[src/rtl/regbank_ctrl_pkg.sv]
// rtl/regbank_ctrl_pkg.sv - shared types and helpers for the register-bank clear arbiter
//
// Purpose: clear-engine state encoding and the fill-pattern builder.
// Contents:
//   clr_state_e  CLR_IDLE / CLR_CLEAR / CLR_DONE
//   fill_word    returns fill_bit replicated into the low 'width' bits (rest zero)
package regbank_ctrl_pkg;

  typedef enum logic [1:0] {
    CLR_IDLE  = 2'd0,
    CLR_CLEAR = 2'd1,
    CLR_DONE  = 2'd2
  } clr_state_e;

  // Upper bound on entry width the fill helper can build; callers slice the low bits.
  localparam int FILL_MAX_W = 1024;

  function automatic logic [FILL_MAX_W-1:0] fill_word(input int width, input logic fill_bit);
    logic [FILL_MAX_W-1:0] w;
    w = '0;
    for (int i = 0; i < FILL_MAX_W; i++) begin
      if (i < width) w[i] = fill_bit;
    end
    return w;
  endfunction

endpackage

[src/rtl/regbank_clr_addr_gen.sv]
// rtl/regbank_clr_addr_gen.sv - clear address counter for the register-bank clear engine
//
// Purpose: holds the next entry index to be cleared.
// Ports:
//   clk, rst  clock, asynchronous active-high reset
//   clr       restart the count at 0 (has priority over adv)
//   adv       advance by one; ignored on the last entry so the count never wraps
//   cnt       current entry index
//   last      cnt == DEPTH-1
module regbank_clr_addr_gen #(
  parameter int DEPTH = 16,
  parameter int AW    = 4
) (
  input  logic          clk,
  input  logic          rst,
  input  logic          clr,
  input  logic          adv,
  output logic [AW-1:0] cnt,
  output logic          last
);

  localparam logic [AW-1:0] LAST_IDX = AW'(DEPTH - 1);

  assign last = (cnt == LAST_IDX);

  always_ff @(posedge clk or posedge rst) begin
    if (rst) begin
      cnt <= '0;
    end else if (clr) begin
      cnt <= '0;
    end else if (adv && !last) begin
      cnt <= cnt + AW'(1);
    end
  end

endmodule

[src/rtl/regbank_clear_arbiter.sv]
// rtl/regbank_clear_arbiter.sv - arbitrates a register bank write port between user writes and bulk clear
//
// Purpose: shares one DEPTH x WIDTH bank write port between a user requester and a
// clear engine that writes {WIDTH{FILL_BIT}} to every entry, one entry per cycle.
// Build option: REGBANK_CLR_USER_PRIO_EN - when defined, user writes are also granted
// during CLEAR (clear address holds for that cycle); otherwise they wait for IDLE.
// Ports:
//   clk, rst                   clock, asynchronous active-high reset
//   clr_req                    pulse: start or restart a bulk clear
//   clr_busy, clr_done         clear in progress / last clear write on the port
//   wr_req, wr_addr, wr_data   user write request
//   wr_gnt                     combinational grant for wr_req
//   wr_err                     registered pulse: granted write addressed beyond DEPTH-1
//   bank_we, bank_addr, bank_wdata  registered bank write port
module regbank_clear_arbiter
  import regbank_ctrl_pkg::*;
#(
  parameter int   DEPTH    = 16,
  parameter int   WIDTH    = 8,
  parameter logic FILL_BIT = 1'b0,
  localparam int  AW       = $clog2(DEPTH > 1 ? DEPTH : 2)
) (
  input  logic             clk,
  input  logic             rst,
  input  logic             clr_req,
  output logic             clr_busy,
  output logic             clr_done,
  input  logic             wr_req,
  input  logic [AW-1:0]    wr_addr,
  input  logic [WIDTH-1:0] wr_data,
  output logic             wr_gnt,
  output logic             wr_err,
  output logic             bank_we,
  output logic [AW-1:0]    bank_addr,
  output logic [WIDTH-1:0] bank_wdata
);

  localparam logic [FILL_MAX_W-1:0] FILL_FULL = fill_word(WIDTH, FILL_BIT);
  localparam logic [WIDTH-1:0]      FILL      = FILL_FULL[WIDTH-1:0];
  localparam logic [AW:0]           DEPTH_W   = (AW+1)'(DEPTH);

  clr_state_e    state;
  logic [AW-1:0] cnt;
  logic          cnt_last;
  logic          cnt_adv;
  logic          addr_oob;

`ifdef REGBANK_CLR_USER_PRIO_EN
  assign wr_gnt = wr_req && (state != CLR_DONE);
`else
  assign wr_gnt = wr_req && (state == CLR_IDLE);
`endif

  // A user write that wins the port during CLEAR stalls the clear for that cycle.
  assign cnt_adv  = (state == CLR_CLEAR) && !wr_gnt;
  assign addr_oob = ({1'b0, wr_addr} >= DEPTH_W);

  assign clr_busy = (state != CLR_IDLE);
  assign clr_done = (state == CLR_DONE);

  regbank_clr_addr_gen #(
    .DEPTH (DEPTH),
    .AW    (AW)
  ) u_addr_gen (
    .clk  (clk),
    .rst  (rst),
    .clr  (clr_req),
    .adv  (cnt_adv),
    .cnt  (cnt),
    .last (cnt_last)
  );

  always_ff @(posedge clk or posedge rst) begin
    if (rst) begin
      state      <= CLR_IDLE;
      bank_we    <= 1'b0;
      bank_addr  <= '0;
      bank_wdata <= '0;
      wr_err     <= 1'b0;
    end else begin
      bank_we <= 1'b0;
      wr_err  <= 1'b0;

      // Port ownership: a granted user write always wins; otherwise CLEAR writes cnt.
      // Out-of-range user writes are dropped and leave addr/data holding.
      if (wr_gnt) begin
        if (addr_oob) begin
          wr_err <= 1'b1;
        end else begin
          bank_we    <= 1'b1;
          bank_addr  <= wr_addr;
          bank_wdata <= wr_data;
        end
      end else if (state == CLR_CLEAR) begin
        bank_we    <= 1'b1;
        bank_addr  <= cnt;
        bank_wdata <= FILL;
      end

      if (clr_req) begin
        state <= CLR_CLEAR;
      end else begin
        case (state)
          CLR_CLEAR: if (cnt_adv && cnt_last) state <= CLR_DONE;
          CLR_DONE:  state <= CLR_IDLE;
          default:   state <= CLR_IDLE;
        endcase
      end
    end
  end

endmodule

[config.mk]
export PLATFORM = sky130hd
export DESIGN_NAME = regbank_clear_arbiter
export DESIGN_NICKNAME = d
export VERILOG_FILES = /design/src/rtl/regbank_ctrl_pkg.sv /design/src/rtl/regbank_clr_addr_gen.sv /design/src/rtl/regbank_clear_arbiter.sv
export SDC_FILE = /design/constraint.sdc
export NUM_CORES = 1
export LEC_CHECK = 0
export ABC_AREA = 1
export CORE_ASPECT_RATIO = 0.7
export CORE_MARGIN = 2
export CORE_UTILIZATION = 39
export CTS_CLUSTER_SIZE = 30
export DETAILED_ROUTE_END_ITERATION = 7
export PLACE_DENSITY = 0.74
export SETUP_SLACK_MARGIN = 0.2
export SLEW_MARGIN = 20
export SYNTH_ARGS = -nofsm -noshare
export SYNTH_HDL_FRONTEND = slang
export SYNTH_HIERARCHICAL = 1
export SYNTH_SLANG_ARGS = --single-unit
[constraint.sdc]
create_clock -name clk -period 1.2 [get_ports clk]
set_input_delay 0.12 -clock clk [delete_from_list [all_inputs] [get_ports clk]]
set_output_delay 0.12 -clock clk [all_outputs]
set_load 0.02 [all_outputs]
==> flow_metrics.py <==
metrics = {
    "logic_synthesis": {
        "synth-seq-cells": 19,
        "synthCells": 116,
        "syn_avg_cell_area_um2": 7.96,
        "synth_top_area_cell": "dfrtp_1",
        "synthDistinctLibCells": 17,
        "yosysWarnings": 6,
        "seq_area_frac_synth": 0.515,
        "syn_area_um2": 923,
        "synth.area.top_cells": "dfrtp_1, nand2_1, nand3_1",
        "synth_nets": 133,
        "yosysTopAreaCellShare": 0.515,
    },
    "finish": {
        "multi_input_area_um2": 432,
        "diodes": 0,
        "seq_area_um2": 475,
        "syn_to_final_growth_pct": 71.4,
        "nets": 192,
        "drive_gt1_frac": 0.448,
        "nFillCells": 172,
        "utilization": 0.723,
        "instances_no_fill": 206,
    },
    "sta": {
        "holdWs_ps": 8.67,
        "layout_min_cycle_time_ps": 1280,
        "setup_viol": 20,
        "finalCritPeriodShare": 1.06,
        "setup_slack_ps": -77.9,
        "fmax_mhz": 783,
        "grt_setup_unrepaired": "true",
        "fin_skew_ps": 15.1,
        "hold_violations": 0,
        "timing.final.max_slew_violations": 0,
    },
    "die": {
        "start_util": 0.422,
        "core_region_area_mm2": 0.00219,
        "dieArea_mm2": 0.00278,
        "die_w_um": 62.2,
        "io_pins": 33,
        "die_h_um": 44.7,
        "num_rows": 14,
    },
    "global_routing": {
        "first_global_vias": 931,
        "grt_max_degree": 16,
        "grt_pass1_wl_um": 4070,
        "track_usage": 0.193,
        "grt_overflow_total": 0,
        "antenna_found_initial": 0,
    },
    "critical_path": {
        "critPathMaxFanout": 2,
        "crit_start": "state[1]",
        "reg2reg_from": "state[0]",
        "r2r_end": "bank_wdata[3]",
        "startpoint_type": "register",
        "critPathCaptureType": "output pin",
        "critPathArrivalTime_ps": 1160,
        "cp.required_ps": 1080,
        "r2r_setup_slack_ps": -80,
        "r2r_cells": 7,
        "crit_type": "register to output pin",
    },
    "clock_tree": {
        "clk_pin_slew_ps": 120,
        "clockRootBuffer": "clkbuf_4",
        "htree_levels": 1,
        "clockBufferDepth": 2,
        "cts_tree": "built",
        "clk_latency_ps": 310,
        "holdBufCountCts": 0,
        "cts_sinks": 19,
        "numCtsBuffers": 3,
    },
    "power_and_ir_drop": {
        "powerDensity_mw_per_mm2": 750,
        "ir_drop_v": 0.000571,
        "p_leak_nw": 0.871,
    },
    "routing": {
        "drtPass1Iterations": 5,
        "routed_wl_um": 2780,
        "routedWlPerCell_um": 13.5,
        "drc": 0,
        "drt_iter0_drc": 29,
        "num_vias": 995,
        "drtAntennaViolNets": 0,
        "viasPerCell": 4.83,
    },
    "outcome": {
        "failed_checks": "negative setup slack",
        "outcome": "finished, violations left",
    },
    "hold_path": {
        "hp-class": "input pin to async pin",
    },
    "place": {
        "io_buffers": 31,
        "dp.cells": 188,
        "gp_congestion": 0.762,
        "dpl.hpwl_um": 1770,
    },
    "job": {
        "cap_violations": 0,
    },
}
[cell families after synthesis]
logic type,share of synthesized area
AOI/OAI and AO/OA,0.0149
xor gates and xnor gates,0.00949
DFF,0.515
adders and majority gates,0.0135
and+or+nand+nor,0.343
buffers and inverters,0.100
other,0.00406
[layout by cell type (no fill, tap or decap)]
cell type / instances
ha_2: 1
o21ai_4: 1
buf_2: 1
xor2_1: 1
dfrtp_1: 19
conb_1: 1
nand3_1: 8
nand2_4: 2
clkdlybuf4s50_1: 15
inv_2: 6
buf_4: 19
nand2_1: 37
nor2_1: 4
nand2_2: 14
buf_6: 22
nand3_2: 4
clkbuf_4: 3
o21ai_2: 1
clkinv_2: 1
nand4_1: 2
nor2_4: 2
inv_1: 9
inv_4: 1
[what timing repair did]
action	4_1_cts	5_1_grt
gates resized for setup	96	30
setup buffers	6	8
cloned	0	0
setup endpoints to repair	34	34
pin swaps	13	8
[synth_stat cells]
| cell | count |
|---|---|
| buf_4 | 1 |
| buf_6 | 2 |
| conb_1 | 1 |
| dfrtp_1 | 19 |
| ha_1 | 1 |
| inv_1 | 13 |
| inv_2 | 2 |
| inv_4 | 1 |
| nand2_1 | 52 |
| nand2_4 | 1 |
| nand3_1 | 12 |
| nand4_1 | 2 |
| nor2_1 | 4 |
| nor2_4 | 2 |
| o21ai_0 | 1 |
| o21ai_2 | 1 |
| xor2_1 | 1 |
[flip-flops by register name, indices dropped and copies added, names as in the netlist]
name / flops
u_addr_gen/cnt: 4
bank_addr: 4
bank_we: 1
bank_wdata: 8
state: 2
[how the worst max path moves through the flow]
stage,endpoint,cells past startpoint
after CTS,clr_busy,4
after global routing,bank_wdata[2],7
after detailed placement,wr_gnt,4
final,clr_busy,4
after floorplan,u_addr_gen/cnt[0],7
after global placement,wr_gnt,4
[area by class of cell]
cell class,instances,area share
Multi-Input combinational cell,78,0.273
Tap cell,32,0.0253
Inverter,16,0.0395
Clock buffer,3,0.0142
Timing Repair Buffer,57,0.345
Clock inverter,1,0.00316
Sequential cell,19,0.300
[report_power, final]
| group | switching [mW] | total, mW | internal [mW] |
|---|---|---|---|
| combinational | 0.0811 | 0.181 | 0.100 |
| clock | 0.209 | 0.334 | 0.124 |
| sequential | 0.0154 | 0.672 | 0.656 |
[critical path, stage by stage (launching register included)]
cell	delay, ps
dfrtp_1	420
nor2_4	170
buf_6	120
inv_2	30
buf_6	120
[routing by layer]
metal	wire length, µm	global-route usage	up-vias	part of all wire
li1	-	-	463	-
met3	202	0.0648	8	0.073
met5	0	0	-	0
met1	1010	0.215	477	0.36
met2	1490	0.380	47	0.54
met4	68	0.0267	0	0.024
[through the flow]
step | worst slack, ps | power [mW] | setup TNS (ps) | area [µm²]
floorplan | 129 | 0.742 | 0 | 931
global placement | -271 | 0.833 | -1000 | 1340
detailed placement | -277 | 0.840 | -1320 | 1340
CTS | -75.8 | 1.17 | -873 | 1430
global route | -133 | 1.24 | -2050 | 1580
finish | -77.9 | 1.19 | -873 | 1580
(Power assumes the default switching activity.)
